### src/rtl/dcpu16_pkg.sv
// Shared DCPU16 sequencer definitions: opcodes, operand field codes, FSM states.
package dcpu16_pkg;

  localparam int unsigned DW = 16;  // data / address width
  localparam int unsigned OW = 4;   // basic opcode width
  localparam int unsigned FW = 6;   // operand field width

  typedef enum logic [OW-1:0] {
    OPC_NBI = 4'h0,
    OPC_SET = 4'h1,
    OPC_ADD = 4'h2,
    OPC_SUB = 4'h3,
    OPC_MUL = 4'h4,
    OPC_DIV = 4'h5,
    OPC_MOD = 4'h6,
    OPC_SHL = 4'h7,
    OPC_SHR = 4'h8,
    OPC_AND = 4'h9,
    OPC_BOR = 4'hA,
    OPC_XOR = 4'hB,
    OPC_IFE = 4'hC,
    OPC_IFN = 4'hD,
    OPC_IFG = 4'hE,
    OPC_IFB = 4'hF
  } opc_t;

  localparam logic [FW-1:0] FLD_NWREG = 6'h10;  // [nw+reg] block 0x10..0x17
  localparam logic [FW-1:0] FLD_NWIND = 6'h1e;  // [nw]
  localparam logic [FW-1:0] FLD_NWLIT = 6'h1f;  // nw literal
  localparam logic [FW-1:0] FLD_PC    = 6'h1c;  // PC register

  typedef enum logic [2:0] {
    ST_FE,
    ST_NA,
    ST_NB,
    ST_EX,
    ST_WB,
    ST_SK
  } state_t;

  // True when an operand field consumes one extra instruction word.
  function automatic logic needs(input logic [FW-1:0] f);
    return (f[5:3] == FLD_NWREG[5:3]) || (f == FLD_NWIND) || (f == FLD_NWLIT);
  endfunction

endpackage

### src/rtl/dcpu16_cond.sv
// Combinational IFE/IFN/IFG/IFB condition evaluator.
module dcpu16_cond
  import dcpu16_pkg::*;
(
  input  logic [OW-1:0] opc,
  input  logic [DW-1:0] src,
  input  logic [DW-1:0] tgt,
  output logic          is_true_c
);

  // Condition result for the conditional opcodes; zero for anything else.
  always_comb begin
    is_true_c = 1'b0;
    case (opc)
      OPC_IFE: is_true_c = (src == tgt);
      OPC_IFN: is_true_c = (src != tgt);
      OPC_IFG: is_true_c = (src > tgt);
      OPC_IFB: is_true_c = ((src & tgt) != '0);
      default: is_true_c = 1'b0;
    endcase
  end

endmodule

### src/rtl/dcpu16_seq.sv
// DCPU16 instruction sequencer: fetch, next-word fetch, ALU strobe, writeback, skip.
module dcpu16_seq
  import dcpu16_pkg::*;
#(
  parameter logic [15:0] RST_PC = 16'h0000
) (
  input  logic          clk,
  input  logic          rst,
  output logic [DW-1:0] bus_adr,
  output logic          bus_stb,
  input  logic [DW-1:0] bus_dti,
  input  logic          bus_ack,
  output logic [OW-1:0] alu_opc,
  output logic          alu_ena,
  output logic [FW-1:0] ea,
  output logic [FW-1:0] eb,
  output logic [DW-1:0] nwa,
  output logic [DW-1:0] nwb,
  input  logic [DW-1:0] src,
  input  logic [DW-1:0] tgt,
  output logic          wb_stb,
  input  logic          pc_wre,
  input  logic [DW-1:0] pc_dti,
  output logic [DW-1:0] pc
);

  state_t        state_q, state_d;
  logic [DW-1:0] pc_q, pc_d;
  logic [DW-1:0] ir_q, nwa_q, nwb_q;
  logic          ir_ld, nwa_ld, nwb_ld;
  logic          fetch_c;
  logic          is_true_c;
  logic [OW-1:0] opc_c;
  logic [FW-1:0] fa_c, fb_c;

  assign opc_c = ir_q[3:0];
  assign fa_c  = bus_dti[9:4];
  assign fb_c  = bus_dti[15:10];

  dcpu16_cond u_cond (
    .opc       (opc_c),
    .src       (src),
    .tgt       (tgt),
    .is_true_c (is_true_c)
  );

  // State register.
  always_ff @(posedge clk or posedge rst) begin
    if (rst) state_q <= ST_FE;
    else     state_q <= state_d;
  end

  // Next-state, bus request and datapath load decisions.
  always_comb begin
    state_d = state_q;
    pc_d    = pc_q;
    ir_ld   = 1'b0;
    nwa_ld  = 1'b0;
    nwb_ld  = 1'b0;
    fetch_c = 1'b0;
    case (state_q)
      ST_FE: begin
        fetch_c = 1'b1;
        if (bus_ack) begin
          ir_ld = 1'b1;
          pc_d  = pc_q + DW'(1);
          if (needs(fa_c))      state_d = ST_NA;
          else if (needs(fb_c)) state_d = ST_NB;
          else                  state_d = ST_EX;
        end
      end
      ST_NA: begin
        fetch_c = 1'b1;
        if (bus_ack) begin
          nwa_ld  = 1'b1;
          pc_d    = pc_q + DW'(1);
          state_d = needs(ir_q[15:10]) ? ST_NB : ST_EX;
        end
      end
      ST_NB: begin
        fetch_c = 1'b1;
        if (bus_ack) begin
          nwb_ld  = 1'b1;
          pc_d    = pc_q + DW'(1);
          state_d = ST_EX;
        end
      end
      ST_EX: begin
        if (opc_c == OPC_NBI)      state_d = ST_FE;
        else if (opc_c <= OPC_XOR) state_d = ST_WB;
        else                       state_d = is_true_c ? ST_FE : ST_SK;
      end
      ST_WB: begin
        if (pc_wre) pc_d = pc_dti;
        state_d = ST_FE;
      end
      ST_SK: begin
        // Step over the skipped word and its next words without executing it.
        fetch_c = 1'b1;
        if (bus_ack) begin
          pc_d    = pc_q + DW'(1) + DW'(needs(fa_c)) + DW'(needs(fb_c));
          state_d = ST_FE;
        end
      end
      default: state_d = ST_FE;
    endcase
  end

  // Program counter, instruction and next-word registers.
  always_ff @(posedge clk or posedge rst) begin
    if (rst) begin
      pc_q  <= RST_PC;
      ir_q  <= '0;
      nwa_q <= '0;
      nwb_q <= '0;
    end else begin
      pc_q <= pc_d;
      if (ir_ld)  ir_q  <= bus_dti;
      if (nwa_ld) nwa_q <= bus_dti;
      if (nwb_ld) nwb_q <= bus_dti;
    end
  end

  // Request is masked directly by reset so it drops without waiting for a clock.
  assign bus_stb = fetch_c & ~rst;
  assign bus_adr = pc_q;
  assign alu_ena = (state_q == ST_EX);
  assign wb_stb  = (state_q == ST_WB);
  assign alu_opc = opc_c;
  assign ea      = ir_q[9:4];
  assign eb      = ir_q[15:10];
  assign nwa     = nwa_q;
  assign nwb     = nwb_q;
  assign pc      = pc_q;

endmodule

### config.mk
export PLATFORM = sky130hd
export DESIGN_NAME = dcpu16_seq
export DESIGN_NICKNAME = d
export VERILOG_FILES = /design/src/rtl/dcpu16_pkg.sv /design/src/rtl/dcpu16_cond.sv /design/src/rtl/dcpu16_seq.sv
export SDC_FILE = /design/constraint.sdc
export NUM_CORES = 1
export LEC_CHECK = 0
export BUFFER_PORTS_ARGS = -buffer_cell sky130_fd_sc_hd__buf_2
export CELL_PAD_IN_SITES_DETAIL_PLACEMENT = 0
export CELL_PAD_IN_SITES_GLOBAL_PLACEMENT = 1
export CORE_ASPECT_RATIO = 1.2
export CORE_UTILIZATION = 35
export CTS_CLUSTER_DIAMETER = 60
export DETAILED_ROUTE_END_ITERATION = 8
export PLACE_DENSITY_LB_ADDON = 0.15
export RECOVER_POWER = 100
export SKIP_LAST_GASP = 1
export SYNTH_ARGS = -nofsm -noshare
export SYNTH_HDL_FRONTEND = slang
export SYNTH_SLANG_ARGS = --single-unit
### constraint.sdc
create_clock -name clk -period 3.1 [get_ports clk]
set_input_delay 0.62 -clock clk [delete_from_list [all_inputs] [get_ports clk]]
set_output_delay 0.62 -clock clk [all_outputs]
set_load 0.005 [all_outputs]
==> impl_metrics.json <==
{
  "fmax_mhz": 371,
  "die_w_um": 108,
  "power_frac_seq_pct": 34.2,
  "numCtsBuffers": 9,
  "design_area_um2": 5730,
  "grt_max_degree": 68,
  "worst_setup_path_end_kind": "flip-flop",
  "fin_cells": 790,
  "dpl.hpwl_um": 9760,
  "yosysUniqueCellTypes": 68,
  "wirelength_um": 12800,
  "grt_pass1_vias": 4212,
  "dr.pass1.iters": 6,
  "place_area_um2": 5520,
  "pwr-share-comb_pct": 44.0,
  "final.setup.tns_ps": 0,
  "ant_nets": 0,
  "power_switching_uw": 2070,
  "cts_sinks": 67,
  "rows": 45,
  "worst_ep_arrival_time_ps": 2910,
  "grt_usage_pct": 19.7,
  "p_leak_uw": 0.00260,
  "io-pin-count": 151,
  "grt_pass1_wl_um": 21400,
  "layout_common_cells": "buf_2 (102), dfrtp_1 (67), clkbuf_1 (53)",
  "route.vias.total": 4140,
  "finalCritPeriodShare_pct": 87.0,
  "utilization_pct": 44.6,
  "hold_viol_final": 0,
  "min_period_ps": 2700,
  "ctsHoldBuffers": 0,
  "slew_headroom_pct": -12.9,
  "post-place-cells": 773,
  "cts_resized": 0,
  "crit_required_ps": 3310,
  "grt_overflow": 0,
  "synth_edf_count": 0,
  "final_nets": 723,
  "seq_area_frac_synth_pct": 35.8,
  "cts-root-buf": "clkbuf_16",
  "synth_ff_type": "dfrtp_1",
  "slew_violations": 68,
  "powerDensity_nw_per_um2": 902,
  "crit_type": "flip-flop to flip-flop",
  "clk_path_buf_depth": 2,
  "setup_viol": 0,
  "syn_to_final_growth_pct": 22.3,
  "cp_max_fo": 20,
  "cts_tree": "built",
  "skew_ps": 5.22,
  "drv_cap": 1,
  "die_area_um2": 13800,
  "synth_area_per_cell_um2": 9.61,
  "p_sw_share_pct": 40.1,
  "remaining_drc_errors": 0,
  "start_util_pct": 36.5,
  "status": "finished, violations left",
  "place.gp.congestion": 0.768,
  "clockPowerShare_pct": 21.8,
  "p_int_uw": 3100,
  "numPortBuffers": 150,
  "ys.warnings.count": 0,
  "post-cts-setup-buffers": 0,
  "drt_iter0_markers": 103,
  "hold_class": "flip-flop to flip-flop",
  "via_per_inst": 5.24,
  "drive_above_1_share_pct": 30.6,
  "syn_inst": 487,
  "async_flop_share_pct": 100,
  "htreeDepth": 3,
  "synth-seq-cells": 67,
  "violations": "capacitance limit, slew limit",
  "crit_path_start_kind": "flip-flop",
  "worstSkewPairLatency_ps": 330,
  "antenna_found_initial": 1,
  "syn_nets": 590,
  "rsz0062_at_grt": "no",
  "die_y_um": 129,
  "clk_pin_slew_ps": 60,
  "ir_drop_mv": 0.479,
  "layout_commonest_cell": "buf_2",
  "worst_slew_pin_slew_ps": 1690,
  "core_area_um2": 12800,
  "wl_per_cell_um": 16.3,
  "synth_area_um2": 4680
}
## metal layers
layer / vias to the layer above / part of all wire, % / GRT usage (%)
met5: - / 0 / 0
met3: 16 / 5.5 / 4.05
met4: 0 / 1.7 / 7.98
met1: 1987 / 44 / 24.8
li1: 2026 / - / -
met2: 111 / 49 / 32.8
## worst max-delay path: stages (launching register included)
cell      delay, ps
dfrtp_1         650
nand2b_1        300
nor2_1          250
and2_1          170
clkbuf_1        780
mux2_2          420
## registers in the layout (all words and copies together) (netlist names)
name and cells:
bus_adr 16, ir_q 16, nwa 16, nwb 16
state_q 3
## worst paths after layout
path                             from         end  slack (ps)  cells after the start
min reg2reg                    nwb[5]      nwb[5]         500                      1
max reg2reg                state_q[0]      nwb[4]         400                      5
min                            nwb[5]      nwb[5]         500                      1
max in group asynchronous         rst  bus_adr[6]        1200                      3
max                        state_q[0]      nwb[4]         400                      5
min in group asynchronous         rst  bus_adr[0]         900                      3
## cells in the mapped netlist (2+ instances only)
| master | n | share of area [%] |
|---|---|---|
| or3_1 | 4 | 0.53 |
| nor4_1 | 8 | 1.1 |
| buf_2 | 9 | 0.96 |
| and3_1 | 3 | 0.40 |
| dfrtp_1 | 67 | 36 |
| and2_1 | 2 | 0.27 |
| o21ai_0 | 20 | 2.1 |
| o311ai_0 | 2 | 0.37 |
| nor3_1 | 13 | 1.4 |
| mux2_2 | 48 | 12 |
| a21oi_1 | 24 | 2.6 |
| nand4_4 | 2 | 0.91 |
| o211ai_1 | 3 | 0.48 |
| o221ai_1 | 2 | 0.37 |
| nor2_1 | 27 | 2.2 |
| xor2_1 | 4 | 0.75 |
| inv_1 | 25 | 2.0 |
| o22ai_1 | 6 | 0.80 |
| a31oi_1 | 11 | 1.5 |
| nand2b_1 | 6 | 0.80 |
| and3b_1 | 2 | 0.37 |
| o211a_1 | 2 | 0.43 |
| o22a_1 | 2 | 0.37 |
| nand3b_1 | 4 | 0.64 |
| ha_1 | 34 | 9.1 |
| or2_2 | 3 | 0.40 |
| nand4_1 | 11 | 1.5 |
| nand3_1 | 16 | 1.7 |
| mux2i_1 | 5 | 1.1 |
| o21a_1 | 3 | 0.48 |
| buf_4 | 19 | 3.0 |
| clkbuf_1 | 14 | 1.1 |
| nand2_1 | 33 | 2.6 |
| a21o_1 | 6 | 0.96 |
| xnor2_1 | 9 | 1.7 |
| o41ai_1 | 3 | 0.56 |
| nor2b_1 | 4 | 0.53 |
## power by group through the flow
stage	sequential [µW]	combinational [µW]	clock, µW
2_1_floorplan	1640	1650	0
3_3_place_gp	1770	2420	0
3_5_place_dp	1780	2420	0
4_1_cts	1770	2430	1150
5_1_grt	1850	2550	1190
6_report	1770	2270	1120
## cell type report
cell class | count | area, µm²
flip-flops and latches | 67 | 1680
clock buffers | 9 | 225
multi-input cells | 350 | 2630
diodes | 1 | 2.50
clock inverters | 7 | 100
fillers | 1321 | 7110
well taps | 164 | 205
inverters | 25 | 93.8
repair buffers | 167 | 792
## through the flow
stage	total power [µW]	hold slack, ps	setup WS, ps
final	5170	503	404
after floorplan	3280	505	133
after CTS	5350	508	494
after global placement	4180	485	380
after detailed placement	4200	491	326
after global routing	5580	513	188
## cells by family after synthesis
logic type | after synthesis | share of synthesized area (%)
fa+ha+maj | 35 | 9.51
buf+inv | 70 | 7.56
mux | 53 | 12.6
flops | 67 | 35.8
xor+xnor | 13 | 2.43
simple gates | 149 | 17.4
compound gates | 100 | 14.7
Power figures use the tool's default switching activity.
